--- config.mk ---
export PLATFORM = sky130hd
export DESIGN_NAME = vga_timing_gen_flat
export DESIGN_NICKNAME = d
export VERILOG_FILES = /design/src/rtl/vga_timing_gen_if.sv /design/src/rtl/vga_timing_gen.sv /design/src/flat_wrapper.sv
export SDC_FILE = /design/constraint.sdc
export NUM_CORES = 1
export LEC_CHECK = 0
export CAP_MARGIN = 20
export CORE_UTILIZATION = 50
export CTS_BUF_LIST = sky130_fd_sc_hd__clkbuf_8
export DETAILED_ROUTE_END_ITERATION = 16
export HOLD_SLACK_MARGIN = 0.12
export PLACE_DENSITY_LB_ADDON = 0.08
export SYNTH_ARGS = -nofsm -noshare
export SYNTH_HDL_FRONTEND = slang
export SYNTH_SLANG_ARGS = --single-unit
--- constraint.sdc ---
create_clock -name clk -period 5.6 [get_ports clk]
set_input_delay 0.56 -clock clk [delete_from_list [all_inputs] [get_ports clk]]
set_output_delay 0.56 -clock clk [all_outputs]
set_load 0.02 [all_outputs]
--- src/rtl/vga_timing_gen_if.sv ---
// vga_timing_gen_if: raster scan bundle from the timing generator to the pixel colour stage
//   master: drives the scan (timing generator side)
//   slave : consumes the scan (colour/sprite stage, sync pins)
//   hpos/vpos    : current column/line counters
//   hsync/vsync  : sync pins, pipelined to line up with registered RGB
//   visible      : active-video flag, pipelined like the syncs
//   line_start   : one-clk pulse when hpos has just wrapped to 0
//   frame_start  : one-clk pulse when (hpos,vpos) has just wrapped to (0,0)
//   frame_count  : completed frames, wraps at 1024
interface vga_timing_gen_if;
    logic [9:0] hpos;
    logic [9:0] vpos;
    logic       hsync;
    logic       vsync;
    logic       visible;
    logic       line_start;
    logic       frame_start;
    logic [9:0] frame_count;

    modport master (
        output hpos, vpos, hsync, vsync, visible, line_start, frame_start, frame_count
    );

    modport slave (
        input hpos, vpos, hsync, vsync, visible, line_start, frame_start, frame_count
    );
endinterface

--- src/rtl/vga_timing_gen.sv ---
// vga_timing_gen: VGA raster counters, sync/visible decode with alignment pipeline, frame bookkeeping
//   clk    : pixel-domain clock
//   rst_n  : synchronous active-low reset
//   en_i   : pixel advance enable; counters step only when high
//   vga_o  : scan outputs (see vga_timing_gen_if)
module vga_timing_gen #(
    parameter int H_DISPLAY   = 640,
    parameter int H_FRONT     = 16,
    parameter int H_SYNC      = 96,
    parameter int H_BACK      = 48,
    parameter int V_DISPLAY   = 480,
    parameter int V_BOTTOM    = 10,
    parameter int V_SYNC      = 2,
    parameter int V_TOP       = 33,
    parameter bit SYNC_ACTIVE = 1'b0,
    parameter int PIPE_DELAY  = 1
) (
    input  logic             clk,
    input  logic             rst_n,
    input  logic             en_i,
    vga_timing_gen_if.master vga_o
);
    localparam int H_TOTAL = H_DISPLAY + H_FRONT + H_SYNC + H_BACK;
    localparam int V_TOTAL = V_DISPLAY + V_BOTTOM + V_SYNC + V_TOP;
    localparam logic [9:0] H_LAST = 10'(H_TOTAL - 1);
    localparam logic [9:0] V_LAST = 10'(V_TOTAL - 1);
    // Decode bounds are 11 bits so a region ending exactly at 1024 still compares correctly.
    localparam logic [10:0] H_VIS    = 11'(H_DISPLAY);
    localparam logic [10:0] V_VIS    = 11'(V_DISPLAY);
    localparam logic [10:0] HS_START = 11'(H_DISPLAY + H_FRONT);
    localparam logic [10:0] HS_END   = 11'(H_DISPLAY + H_FRONT + H_SYNC);
    localparam logic [10:0] VS_START = 11'(V_DISPLAY + V_BOTTOM);
    localparam logic [10:0] VS_END   = 11'(V_DISPLAY + V_BOTTOM + V_SYNC);
    // Pipeline word is {hsync, vsync, visible}; idle means syncs inactive and blanked.
    localparam logic [2:0] PIPE_IDLE = {~SYNC_ACTIVE, ~SYNC_ACTIVE, 1'b0};

    logic [9:0]  hpos_q, hpos_d;
    logic [9:0]  vpos_q, vpos_d;
    logic [9:0]  frame_count_q, frame_count_d;
    logic        line_start_q, line_start_d;
    logic        frame_start_q, frame_start_d;
    logic        at_h_end, at_v_end;
    logic [10:0] h_ext, v_ext;
    logic        hs_raw, vs_raw, vis_raw;
    logic [2:0]  pipe_q [PIPE_DELAY];

    assign at_h_end = hpos_q == H_LAST;
    assign at_v_end = vpos_q == V_LAST;

    assign hpos_d        = !en_i ? hpos_q : at_h_end ? 10'd0 : hpos_q + 10'd1;
    assign vpos_d        = !(en_i && at_h_end) ? vpos_q : at_v_end ? 10'd0 : vpos_q + 10'd1;
    assign line_start_d  = en_i && at_h_end;
    assign frame_start_d = en_i && at_h_end && at_v_end;
    assign frame_count_d = frame_start_d ? frame_count_q + 10'd1 : frame_count_q;

    assign h_ext   = {1'b0, hpos_q};
    assign v_ext   = {1'b0, vpos_q};
    assign hs_raw  = (h_ext >= HS_START && h_ext < HS_END) ? SYNC_ACTIVE : ~SYNC_ACTIVE;
    assign vs_raw  = (v_ext >= VS_START && v_ext < VS_END) ? SYNC_ACTIVE : ~SYNC_ACTIVE;
    assign vis_raw = (h_ext < H_VIS) && (v_ext < V_VIS);

    // The decode pipeline shifts every clock, independent of en_i, so a held
    // position settles onto the outputs after PIPE_DELAY clocks.
    always_ff @(posedge clk) begin
        if (!rst_n) begin
            hpos_q        <= '0;
            vpos_q        <= '0;
            frame_count_q <= '0;
            line_start_q  <= 1'b0;
            frame_start_q <= 1'b0;
            for (int i = 0; i < PIPE_DELAY; i++) pipe_q[i] <= PIPE_IDLE;
        end else begin
            hpos_q        <= hpos_d;
            vpos_q        <= vpos_d;
            frame_count_q <= frame_count_d;
            line_start_q  <= line_start_d;
            frame_start_q <= frame_start_d;
            pipe_q[0]     <= {hs_raw, vs_raw, vis_raw};
            for (int i = 1; i < PIPE_DELAY; i++) pipe_q[i] <= pipe_q[i-1];
        end
    end

    assign vga_o.hpos        = hpos_q;
    assign vga_o.vpos        = vpos_q;
    assign vga_o.hsync       = pipe_q[PIPE_DELAY-1][2];
    assign vga_o.vsync       = pipe_q[PIPE_DELAY-1][1];
    assign vga_o.visible     = pipe_q[PIPE_DELAY-1][0];
    assign vga_o.line_start  = line_start_q;
    assign vga_o.frame_start = frame_start_q;
    assign vga_o.frame_count = frame_count_q;
endmodule

--- src/flat_wrapper.sv ---
// flat-port wrapper written by rule: the top's interface ports become plain ports
module vga_timing_gen_flat 
#(
    parameter int H_DISPLAY   = 640,
    parameter int H_FRONT     = 16,
    parameter int H_SYNC      = 96,
    parameter int H_BACK      = 48,
    parameter int V_DISPLAY   = 480,
    parameter int V_BOTTOM    = 10,
    parameter int V_SYNC      = 2,
    parameter int V_TOP       = 33,
    parameter bit SYNC_ACTIVE = 1'b0,
    parameter int PIPE_DELAY  = 1
)
  (clk, rst_n, en_i, vga_o_hpos, vga_o_vpos, vga_o_hsync, vga_o_vsync, vga_o_visible, vga_o_line_start, vga_o_frame_start, vga_o_frame_count);
  vga_timing_gen_if vga_o_i ();
  input  logic clk;
  input  logic rst_n;
  input  logic en_i;
  output wire logic [$bits(vga_o_i.hpos)-1:0] vga_o_hpos;
  output wire logic [$bits(vga_o_i.vpos)-1:0] vga_o_vpos;
  output wire logic [$bits(vga_o_i.hsync)-1:0] vga_o_hsync;
  output wire logic [$bits(vga_o_i.vsync)-1:0] vga_o_vsync;
  output wire logic [$bits(vga_o_i.visible)-1:0] vga_o_visible;
  output wire logic [$bits(vga_o_i.line_start)-1:0] vga_o_line_start;
  output wire logic [$bits(vga_o_i.frame_start)-1:0] vga_o_frame_start;
  output wire logic [$bits(vga_o_i.frame_count)-1:0] vga_o_frame_count;
  assign vga_o_hpos = vga_o_i.hpos;
  assign vga_o_vpos = vga_o_i.vpos;
  assign vga_o_hsync = vga_o_i.hsync;
  assign vga_o_vsync = vga_o_i.vsync;
  assign vga_o_visible = vga_o_i.visible;
  assign vga_o_line_start = vga_o_i.line_start;
  assign vga_o_frame_start = vga_o_i.frame_start;
  assign vga_o_frame_count = vga_o_i.frame_count;
  vga_timing_gen #(.H_DISPLAY(H_DISPLAY), .H_FRONT(H_FRONT), .H_SYNC(H_SYNC), .H_BACK(H_BACK), .V_DISPLAY(V_DISPLAY), .V_BOTTOM(V_BOTTOM), .V_SYNC(V_SYNC), .V_TOP(V_TOP), .SYNC_ACTIVE(SYNC_ACTIVE), .PIPE_DELAY(PIPE_DELAY)) u_core (.clk(clk), .rst_n(rst_n), .en_i(en_i), .vga_o(vga_o_i));
endmodule
==> summary.md <==
| Metric | Value |
|---|---|
| N_diodes | 0 |
| Initial core utilization | 53.1% |
| Setup bufs post-CTS | 0 |
| Status | finished clean |
| Worst setup path class | input pin to flop |
| CTS sink count | 35 |
| Die area | 3500 µm² |
| Die width | between 50 and 60 µm |
| Crit end category | flop |
| Period utilisation layout | about half |
| H-Tree Depth | 2 |
| CP Cell Sequence | clkdlybuf4s50_1, and4_1, nand4_2, or4_1, a21oi_1 |
| Sequential fraction of the synthesis area | 42.8% |
| Crit path DAT | 3110 ps |
| Psw | around 100 µW |
| DR WL/cell | ~14 µm |
| CTS resizes | 0 |
| Clock Tree Buf Depth | 2 |
| Min Tclk post-route | 2890 ps |
| Clk network pwr share | a little over two fifths |
| Gr usage total | about 24% |
| Critical Path RT | 5820 ps |
| Mapped Nets | 196 |
| Initial antenna violation count | 0 |
| Clk slew on worst S/H paths | 70 ps |
| Syn Inst Count | 188 |
| Clock tree from TritonCTS | done |
| YS warnings | 0 |
| R2R cell count | 5 |
| Post-DP HPWL | 2580 µm |
| Commonest non-fill, non-tap cell in the layout | clkdlybuf4s50_1 |
| Gate power share | between 3 and 4% |
| CTS buffer count | 5 |
| Vias | 1,592 |
| WHS Path Cells | 1 |
| Later-pin clock latency in the skew report | 290 ps |
| MaxCap Viol Count | 0 |
| DRT Pass-1 Iters | 4 |
| Pins over their slew limit | 0 |
| Crit start category | input pin |
| Largest net degree at the start of global routing | 42 |
| Routed wire length | 3800 µm |
| Yosys reg bits | 35 |
| Pint | 368 µW |
| Core area | 3080 µm² |
| DIE HEIGHT | around 59 µm |
| Hold Slack | 482 ps |
| Share of layout cells above drive strength 1 | 4.41% |
| Gr ovfl total | 0 |
| Hold buffers post-CTS | 0 |
| Synth unique cells | 31 |
| Setup TNS | 0 ps |
| Hold WC Path Type | flop to flop |
| Final-report hold violation count | 0 |
| Pleak | 0.000688 µW |
| Post-route cell area | 2130 µm² |
| Peak VDD IR | 139 µV |
| # rows | 20 |
| Commonest non-fill, non-tap cells in the layout | 37 x clkdlybuf4s50_1, 35 x dfxtp_1, 18 x a21oi_1, 14 x nor2_1, 13 x nand2_1 |
| Cell Area, Placed | 2030 µm² |
| Vias per cell | 5.87 |
| Slowest stage delay, CP | 760 ps |
| Layout overhead on the synthesized area | 30.3% |
| # IOs | 38 |
| Vias in the first global route | 1,432 |
| Synthesized area | approximately 1600 µm² |
| Fmax | 346 MHz |
| Final ANT Viol Nets | 0 |
| Net Sw Frac | 21.9% |
| Actual slew at the worst max-slew pin | 886 ps |
| DRC Markers | 0 |
| CP max FO | 41 |
| First-pass GRT wire length | roughly 6300 µm |
| Final setup fails | 0 |
| RSZ-0062 raised after global routing | no |
| PD cells | 221 nW/µm² |
| Drt initial violations | 88 |
| Routability cong. | 0.790 |
| Max-slew headroom at the worst pin | 40.8% |
| Clk_skew | ~5.3 ps |
| I/O Buffers | 37 |
| Seq pwr share | 53.8% |
| Avg Synthesized Cell Area | 8.70 µm² |
| Nets | ~230 |
| CP max stage cell | or4_1 |
| Root Buffer Master | clkbuf_8 |
-- area by class of cell --
class | instances | area (µm²)
multi-input cells | 137 | 867
flip-flops and latches | 35 | 701
clock inverters | 1 | 3.75
inverters | 10 | 37.5
well taps | 44 | 55.1
clock buffers | 7 | 96.3
fillers | 257 | 947
repair buffers | 37 | 370
-- worst paths after layout --
path	start	to	slack, ps
max	en_i	u_core.vga_o.vpos[7]	2710
min	u_core.vga_o.vpos[8]	u_core.pipe_q[0][1]	480
max reg2reg	u_core.vga_o.hpos[0]	u_core.vga_o.vpos[7]	2920
min reg2reg	u_core.vga_o.vpos[8]	u_core.pipe_q[0][1]	480
-- critical path: cells and delay by family --
kind            cells  cell delay [ps]
compound gates      1              170
simple gates        3             1780
buf+inv             1              590
-- flip-flops by register name (all words and copies together), names as in the netlist --
| name | flops |
|---|---|
| u_core.vga_o.frame_count | 10 |
| u_core.vga_o.vpos | 10 |
| u_core.vga_o.hpos | 10 |
| u_core.vga_o.line_start | 1 |
| u_core.pipe_q | 3 |
| u_core.vga_o.frame_start | 1 |
-- synthesized netlist by cell type (all sizes together) --
master  instances  share of area [%]
nor3            2               0.61
xor2            3                1.6
or3             8                3.1
nand3          10                3.1
clkbuf          5                1.1
nor4            1               0.38
o31a            1               0.54
o21ai          10                3.3
or4            10                4.6
nor2           14                3.2
and4            3                1.6
nand4           9                3.8
o311a           1               0.61
nor4b           4                2.5
nand2b          1               0.38
dfxtp          35                 43
nor2b           1               0.38
mux2i           2                1.2
and3            3                1.1
xnor2           6                3.2
ha              5                3.8
inv            10                2.3
nor3b           1               0.46
a21oi          18                5.5
o31ai          10                4.6
nand2          13                3.0
buf             1               0.69
and2            1               0.38
-- routing by layer --
metal	track usage (%)	routed length, µm	up-vias
met5	0	0	-
met4	12.9	76	0
met3	4.59	177	8
met2	40.3	1850	51
met1	30.0	1690	766
li1	-	-	767
-- logic make-up after synthesis --
kind of cell               synth area share, %
buffers and inverters                     4.13
adders and majority gates                 3.83
muxes                                     1.22
and+or+nand+nor                           28.6
AOI/OAI and AO/OA                         14.5
xor gates and xnor gates                  4.82
DFF                                       42.8
-- per-stage QoR --
stage                     instances  utilization, %  total power [µW]  setup slack (ps)
after floorplan                 188               -               268              3600
after global placement          263            66.0               277              2590
after detailed placement        263            66.0               277              2440
final                           271            69.2               471              2710
after global routing            271            69.2               489              2550
after CTS                       271            69.2               474              2740
-- power by group through the flow --
| stage | Sequential (µW) | Combinational, µW | Clock (µW) |
|---|---|---|---|
| 2_1_floorplan | 261 | 7.27 | 0 |
| 3_3_place_gp | 259 | 17.9 | 0 |
| 3_5_place_dp | 259 | 18.0 | 0 |
| 4_1_cts | 254 | 18.2 | 202 |
| 5_1_grt | 254 | 19.9 | 216 |
| 6_report | 254 | 18.1 | 200 |
(Power assumes the default switching activity.)
